`config.mk`:
```
export PLATFORM = sky130hd
export DESIGN_NAME = fsic_io_serdes_tx_sched
export DESIGN_NICKNAME = d
export VERILOG_FILES = /design/src/rtl/fsic_io_serdes_tx_sched.sv
export SDC_FILE = /design/constraint.sdc
export NUM_CORES = 1
export LEC_CHECK = 0
export CORE_UTILIZATION = 47
export CTS_BUF_LIST = sky130_fd_sc_hd__clkbuf_8
export DETAILED_ROUTE_END_ITERATION = 10
export GPL_ROUTABILITY_DRIVEN = 0
export PLACE_DENSITY = 0.83
export SYNTH_ARGS = -nofsm -noshare
export SYNTH_HDL_FRONTEND = slang
export SYNTH_SLANG_ARGS = --single-unit
```
`constraint.sdc`:
```
create_clock -name coreclk -period 3.45 [get_ports coreclk]
set_input_delay 0.69 -clock coreclk [delete_from_list [all_inputs] [get_ports coreclk]]
set_output_delay 0.69 -clock coreclk [all_outputs]
set_load 0.03 [all_outputs]
```
`src/rtl/fsic_io_serdes_tx_sched.sv`:
```
// Serdes TX scheduler: link training, credit-gated round-robin arbitration with
// requester 2 priority. Optional macro FSIC_TX_PARITY_EN puts even parity in bit 15.
module fsic_io_serdes_tx_sched #(
    parameter int unsigned pTRAIN_CYCLES = 16,
    parameter int unsigned pCREDIT_MAX   = 8
) (
    input  logic        coreclk,
    input  logic        axis_rst,
    input  logic        retrain,
    input  logic [2:0]  src_valid,
    input  logic [35:0] src_data,
    output logic [2:0]  src_ready,
    input  logic        credit_return,
    output logic [15:0] txdata_out,
    output logic        tx_link_up,
    output logic [3:0]  credit_cnt
);

    typedef enum logic [1:0] {StIdle, StTrain, StActive} state_e;

    localparam logic [7:0]  TrainLast = 8'(pTRAIN_CYCLES - 1);
    localparam logic [3:0]  CreditMax = 4'(pCREDIT_MAX);
    localparam logic [15:0] TrainWord = 16'hA5A5;

    state_e      state_q, state_d;
    logic [7:0]  train_cnt_q, train_cnt_d;
    logic [3:0]  credit_q, credit_d;
    logic [1:0]  rr_q, rr_d;
    logic [15:0] tx_q, tx_d;
    logic        up_q, up_d;

    logic        gnt_vld;
    logic [1:0]  gnt_idx;
    logic [1:0]  cand;
    logic [11:0] payload;
    logic [15:0] data_word;

    // Requester 2 overrides the rotation; otherwise scan from rr_q, nearest wins.
    always_comb begin
        gnt_vld = 1'b0;
        gnt_idx = 2'd0;
        cand    = 2'd0;
        if (state_q == StActive && credit_q != 4'd0 && !retrain) begin
            if (src_valid[2]) begin
                gnt_vld = 1'b1;
                gnt_idx = 2'd2;
            end else begin
                for (int k = 2; k >= 0; k--) begin
                    cand = 2'((32'(rr_q) + 32'(k)) % 32'd3);
                    if (src_valid[cand]) begin
                        gnt_vld = 1'b1;
                        gnt_idx = cand;
                    end
                end
            end
        end
    end

    assign src_ready = gnt_vld ? (3'b001 << gnt_idx) : 3'b000;
    assign payload   = src_data[32'(gnt_idx) * 12 +: 12];

    always_comb begin
        data_word[14:0] = {gnt_idx + 2'd1, 1'b0, payload};
`ifdef FSIC_TX_PARITY_EN
        data_word[15] = ^data_word[14:0];
`else
        data_word[15] = 1'b0;
`endif
    end

    always_comb begin
        state_d     = state_q;
        train_cnt_d = train_cnt_q;
        credit_d    = credit_q;
        rr_d        = rr_q;
        tx_d        = 16'h0000;
        if (retrain || state_q == StIdle) begin
            state_d     = StTrain;
            train_cnt_d = 8'd0;
            credit_d    = 4'd0;
            tx_d        = TrainWord;
        end else if (state_q == StTrain) begin
            if (train_cnt_q == TrainLast) begin
                state_d     = StActive;
                train_cnt_d = 8'd0;
                credit_d    = CreditMax;
            end else begin
                train_cnt_d = train_cnt_q + 8'd1;
                tx_d        = TrainWord;
            end
        end else begin
            if (gnt_vld) begin
                tx_d = data_word;
                rr_d = (gnt_idx == 2'd2) ? 2'd0 : gnt_idx + 2'd1;
            end
            // A simultaneous grant and return cancel; returns at the cap are dropped.
            if (gnt_vld && !credit_return) begin
                credit_d = credit_q - 4'd1;
            end else if (!gnt_vld && credit_return && credit_q < CreditMax) begin
                credit_d = credit_q + 4'd1;
            end
        end
        up_d = (state_d == StActive);
    end

    always_ff @(posedge coreclk or posedge axis_rst) begin
        if (axis_rst) begin
            state_q     <= StIdle;
            train_cnt_q <= 8'd0;
            credit_q    <= 4'd0;
            rr_q        <= 2'd0;
            tx_q        <= 16'h0000;
            up_q        <= 1'b0;
        end else begin
            state_q     <= state_d;
            train_cnt_q <= train_cnt_d;
            credit_q    <= credit_d;
            rr_q        <= rr_d;
            tx_q        <= tx_d;
            up_q        <= up_d;
        end
    end

    assign txdata_out = tx_q;
    assign tx_link_up = up_q;
    assign credit_cnt = credit_q;

endmodule

```
==> Word level (Yosys, flattened, before mapping) <==
Index checks and enable logic that the tools add are counted.
{ "classes": {"n_mux": 33, "mul": 1, "div": 3, "bitwise": 2, "reduce_logical": 15, "addsub": 6, "eq_ne": 6, "shifts": 2, "n_lt_le_gt_ge": 4} }
{ "op_table": {"columns": ["op", "count"], "rows": [
  ["$mod 32x2->32 const B", 2],
  ["$mux 16", 3],
  ["$shiftx 36x7->12", 1],
  ["$mod 2x2->32 const B", 1],
  ["$mux 8", 3],
  ["$mux 4", 5],
  ["$mux 2", 9],
  ["$mux 15", 1],
  ["$lt 2x3->1 const B", 3],
  ["$add 8x1->8 const B", 1],
  ["$eq 8x4->1 const B", 1],
  ["$mux 1", 8],
  ["$reduce_bool 4->1", 2],
  ["$bmux 1 s2", 3],
  ["$eq 2x2->1 const B", 3],
  ["$logic_and 1x1->1", 5],
  ["$add 4x1->4 const B", 1],
  ["$lt 4x4->1 const B", 1],
  ["$mul 2x2->4 const B", 1],
  ["$sub 4x1->4 const B", 1],
  ["$add 2x1->3 const B", 1],
  ["$add 2x2->3 const B", 1],
  ["$logic_not 1->1", 3],
  ["$mux 3", 1],
  ["10 further kinds", 11]
]} }
{ "word_totals": {"word_cells": 78, "in_bits": 43, "register_bits": 33} }

==> Longest topological paths before layout <==
{ "depth": {"word_depth": 16, "depth_mapped": 12, "ltp_nobuf": 12} }

==> Worst setup path after synthesis <==
Ideal clock, no wire load.
{ "synth_timing": {"path_kind": "reg-to-reg", "startpoint": "register rr_q[0]", "endpoint": "register credit_q[3], in the netlist credit_cnt[3]", "setup_slack_ns": 0.399, "stages_incl_launch_ff": 12, "t_required_ns": 3.327, "arrival_ns": 2.928, "period_less_slack_ns": 3.051, "path_cell_list": "dfrtp_1 -> inv_1 -> ha_1 -> or4_4 -> and2_4 -> a31o_4 -> and3_2 -> ha_1 -> o21ai_0 -> nor4bb_1 -> a211o_2 -> o221a_2"} }
{ "synth_via": {"elab_chain_len": 14, "elab_cells_between_ends": 25} }
{ "synth_rtl": {"columns": ["element", "line", "text"], "rows": [
  ["start: declaration", "28", "logic [1:0] rr_q, rr_d;"],
  ["start signal: assignment", "118", "rr_q <= rr_d;"],
  ["$add 2x2->3", "49", "cand = 2'((32'(rr_q) + 32'(k)) % 32'd3);"],
  ["$mod 32x2->32", "49", null],
  ["$bmux 1 s2", "50", "if (src_valid[cand]) begin"],
  ["$mux 1 (not written as such)", "50", null],
  ["$mux 1 (2 in series)", "50", null],
  ["$mux 1 *", "50", null],
  ["$mux 1 *", "44", "if (src_valid[2]) begin"],
  ["$mux 1 *", "43", "if (state_q == StActive && credit_q != 4'd0 && !retrain) begin"],
  ["$logic_not 1->1", "99", "end else if (!gnt_vld && credit_return && credit_q < CreditMax) begin"],
  ["$logic_and 1x1->1 (2 in series)", "99", null],
  ["$reduce_bool 4->1 (no source line)", null, null],
  ["$reduce_and 2->1 (no source line)", null, null],
  ["end signal: assignment", "117", "credit_q <= credit_d;"],
  ["end: declaration", "27", "logic [3:0] credit_q, credit_d;"]
]} }
Every way passes the cells marked *; elsewhere a longest branch is shown, timed or not. The select of a mux whose other input is x is not followed.
A chain may end at the register's enable or synchronous reset.

==> Final worst setup path <==
{ "layout_timing": {"startpoint": "input src_valid[0]", "endpoint": "output src_ready[0]"} }
{ "layout_via": {"elab_chain_len": 9, "elab_cells_between_ends": 18} }
{ "layout_rtl": {"columns": ["element", "line", "text"], "rows": [
  ["start: declaration", "10", "input logic [2:0] src_valid,"],
  ["$bmux 1 s2", "50", null],
  ["$mux 1 (not written as such)", "50", null],
  ["$mux 2 (3 in series)", "50", null],
  ["$mux 2", "44", null],
  ["$mux 2", "43", null],
  ["$shl 1x2->3", "59", "assign src_ready = gnt_vld ? (3'b001 << gnt_idx) : 3'b000;"],
  ["$mux 3 *", "59", null],
  ["end: declaration", "12", "output logic [2:0] src_ready,"]
]} }
Marked as above.

==> results.txt <==
The run finished with clean final reports. The switching part of the total power is 0.236, and the setup slack after placement is -53.9 ps. Startpoint type of the worst setup path: a primary input. The final instance count without filler cells is 328. For this design the total switching power over the nets is 0.185 mW.

The via count of the first global-routing pass is 1848, and the fraction of the yosys area taken by sequential cells is 0.414. For the worst-case headroom to the max-slew limit, the log shows 0.567. Setup repair after global routing left no endpoint under its margin.

STA puts the critical path data arrival time at 2620 ps. The number of vias after detailed routing was 1797. The post-synthesis async set-or-reset flop share was 1.00. For the initial cell density of the core, the log shows 0.509. By area the synthesized netlist is led by sky130_fd_sc_hd__dfrtp_1 41%, sky130_fd_sc_hd__mux2i_1 7.2%, sky130_fd_sc_hd__ha_1 6.5%, sky130_fd_sc_hd__o21ai_0 3.6%, sky130_fd_sc_hd__nand2_1 3.3%. The tools report the final worst hold slack as 523 ps. Counting the buffers created by CTS gives 5. The tools report the standby leakage power as 1.29 nW. TritonCTS built the clock tree. The clock transition time at the flip-flop clock pins of the worst setup and hold paths is 70 ps.

The maximum number of buffers from clock root to sink was 2; the number of remaining DRC errors was 0. In the synthesized netlist the dominant register cell turns out to be sky130_fd_sc_hd__dfrtp_1. After synthesis the netlist holds a flip-flop and latch count of 32.

The logs give 144 ps for the worst setup slack after layout and 0.598 mW for the cell-internal power. At the worst endpoint, the required time is 2760 ps. After detailed routing, the average wire length per cell comes to 14.6 um.

The run gives 302 MHz as the achievable clock frequency. The share of post-route cells with drive strength above 1 came out at 0.182. The worst clock skew is 2.04 ps, and the largest net degree at the start of global routing is 33. The routed design could run at a clock period as short as 3310 ps. The tools report the number of pins with negative max-slew slack in the final report as 0. By instance count, the leading cell after synthesis is sky130_fd_sc_hd__dfrtp_1. For the layout filler cell count, the log shows 281. The number of antenna-violating nets in the routed design was 0; the register area was 801 um2.

In the synthesized netlist, the cells that appear most often are 32 x sky130_fd_sc_hd__dfrtp_1, 17 x sky130_fd_sc_hd__nand2_1, 14 x sky130_fd_sc_hd__mux2i_1, 14 x sky130_fd_sc_hd__o21ai_0, 12 x sky130_fd_sc_hd__inv_1. The run gives 0 as the number of antenna violations at the first check in global routing. The first global-routing pass estimated 8.05 mm of wire. Setup violations remaining at the end of the flow were counted as 0. The half-perimeter wire length after placement is 3.59 mm, and the violation count after the first detailed-routing iteration is 115. 67 I/O pins were placed. The count of final hold-check violations was 0; the yosys synthesis warning count was 0.

Before antenna repair, the detailed router went through 4 iterations. The share of the synthesized area in the top cell type was 0.414. Port buffering added 65 buffers. The repair_antennas step left the layout with diodes totalling 0.

The mean area per synthesized cell came out at 10.0 um2. The synthesized netlist contains 51 unique library cells. The maximum vdd drop is 0.214 mV, and the maximum fanout count along the critical path is 3.

Relative to the synthesized area, the layout overhead comes to 47.9%. The cell area after synthesis came out at 1930 um2. The die height is 66.1 um, and the multi-input combinational cell area is 1040 um2. The max capacitance violation total came out at 0. The final layout net count was 332; the clock latency on the worst-skew pair was 290 ps. The type of the worst min-delay path is flop to flop.

The tree built by TritonCTS fans out to 32 sinks. The share of power burned in the clock network is 0.388, and the fraction of the cycle the final worst path needs is 0.958. The worst setup path is of the primary input to output port kind. The final layout contains routed wiring with a total length of 4.80 mm. The H-tree depth came out at 2. The cell type with the highest aggregate area in the netlist was sky130_fd_sc_hd__dfrtp_1.

The tree is rooted in a sky130_fd_sc_hd__clkbuf_8. The number of vias per cell is 5.48. The sequential power share was 0.489.

The die is 66.1 um wide. The share of power burned in combinational logic was 0.123. The logs give 0.246 for the aggregate global-route resource usage and 315 for the instance count after placement with tap cells included.

Yosys mapped a number of flops with a built-in enable equal to 0. Row generation in the floorplan step produced 22 rows. The measured slew at the worst slew-check pin was 647 ps; the post-synth net total was 246. Power density of the placed cells: 274 nW/um2.

The die covers 4370 um2. Summed over all failing endpoints, the final setup total negative slack is 0 ps. The region available for standard cell placement spans 3800 um2.

The run gives 193 as the number of instances in the synthesized netlist. STA classifies the critical path endpoint as an output port. For this run the aggregate overflow at the end of global routing stands at 0.
==> cells by family after synthesis <==
logic type,share of synthesized area
AOI/OAI and AO/OA,0.181
xor gates and xnor gates,0.0136
adders and majority gates,0.0699
buffers and inverters,0.0466
DFF,0.414
muxes,0.0919
other,0.00194
and+or+nand+nor,0.181
==> critical path: stages <==
cell                              delay, ps
sky130_fd_sc_hd__clkdlybuf4s50_1        500
sky130_fd_sc_hd__inv_1                   60
sky130_fd_sc_hd__maj3_1                 370
sky130_fd_sc_hd__o2111ai_2              220
sky130_fd_sc_hd__ha_1                   180
sky130_fd_sc_hd__and3_2                 170
sky130_fd_sc_hd__dlygate4sd2_1          420
==> layout make-up <==
class	count	share of cell area
clock buffers	6	0.0289
repair buffers	87	0.284
inverters	13	0.0171
well taps	48	0.0210
multi-input cells	140	0.365
clock inverters	2	0.00394
flip-flops and latches	32	0.280
==> what timing repair did <==
action,in CTS,in global routing
setup buffers,0,5
resized for setup,1,1
endpoints found under the setup margin,1,1
hold endpoints to repair,0,0
hold buffers,0,0
==> path summary, 6_finish.rpt <==
kind,endpoint,depth (start not counted),slack [ps],startpoint
max in group asynchronous,txdata_out[10],3,2350,axis_rst
max reg2reg,credit_cnt[2],12,360,rr_q[0]
min reg2reg,train_cnt_q[0],1,520,train_cnt_q[0]
min,train_cnt_q[0],1,520,train_cnt_q[0]
min in group asynchronous,txdata_out[6],3,790,axis_rst
max,src_ready[0],7,140,src_valid[0]
==> state kept, by name, indices dropped and copies added, names as in the netlist <==
| register | count |
|---|---|
| credit_cnt | 4 |
| rr_q | 2 |
| txdata_out | 15 |
| train_cnt_q | 8 |
| state_q | 2 |
| tx_link_up | 1 |
==> power by group through the flow <==
stage / Clock (mW) / Sequential (mW) / Combinational [mW]
floorplan: 0 / 0.391 / 0.0343
finish: 0.304 / 0.383 / 0.0965
CTS: 0.310 / 0.383 / 0.0971
global placement: 0 / 0.390 / 0.0944
detailed placement: 0 / 0.390 / 0.0965
global route: 0.327 / 0.383 / 0.105
==> routing by layer <==
metal / share of wire / GRT usage / routed length, um
met3: 0.082 / 0.0966 / 393
met5: 0 / 0 / 0
met4: 0.016 / 0.112 / 77
met2: 0.49 / 0.426 / 2360
met1: 0.41 / 0.261 / 1960
==> cell usage in the layout (no fill, tap or decap), types with 2 or more instances in the layout <==
master                            instances
sky130_fd_sc_hd__o311ai_0                 6
sky130_fd_sc_hd__nand3_1                  3
sky130_fd_sc_hd__a211o_1                  2
sky130_fd_sc_hd__nor2_1                  11
sky130_fd_sc_hd__nand2b_1                 4
sky130_fd_sc_hd__o211ai_1                 2
sky130_fd_sc_hd__o21ai_0                 14
sky130_fd_sc_hd__a21oi_1                  2
sky130_fd_sc_hd__clkdlybuf4s50_1         62
sky130_fd_sc_hd__xnor2_1                  2
sky130_fd_sc_hd__and3_2                   4
sky130_fd_sc_hd__inv_1                   13
sky130_fd_sc_hd__buf_4                   23
sky130_fd_sc_hd__mux2i_1                 14
sky130_fd_sc_hd__or2_2                    2
sky130_fd_sc_hd__nor2b_1                  3
sky130_fd_sc_hd__and3_1                   4
sky130_fd_sc_hd__ha_1                    10
sky130_fd_sc_hd__dfrtp_1                 32
sky130_fd_sc_hd__a31oi_1                  4
sky130_fd_sc_hd__clkbuf_8                 6
sky130_fd_sc_hd__nand2_1                 17
sky130_fd_sc_hd__a211oi_1                 6
sky130_fd_sc_hd__nor4_1                   2
sky130_fd_sc_hd__nor4bb_1                 2
sky130_fd_sc_hd__mux2_2                   2
==> metrics by stage <==
step                      area (um2)   util  power [mW]
after detailed placement        2730  0.717       0.486
after floorplan                 1930      -       0.425
after global placement          2730  0.717       0.484
after CTS                       2820  0.742       0.790
final                           2860  0.753       0.783
after global routing            2860  0.753       0.816
Power figures use the tool's default switching activity.
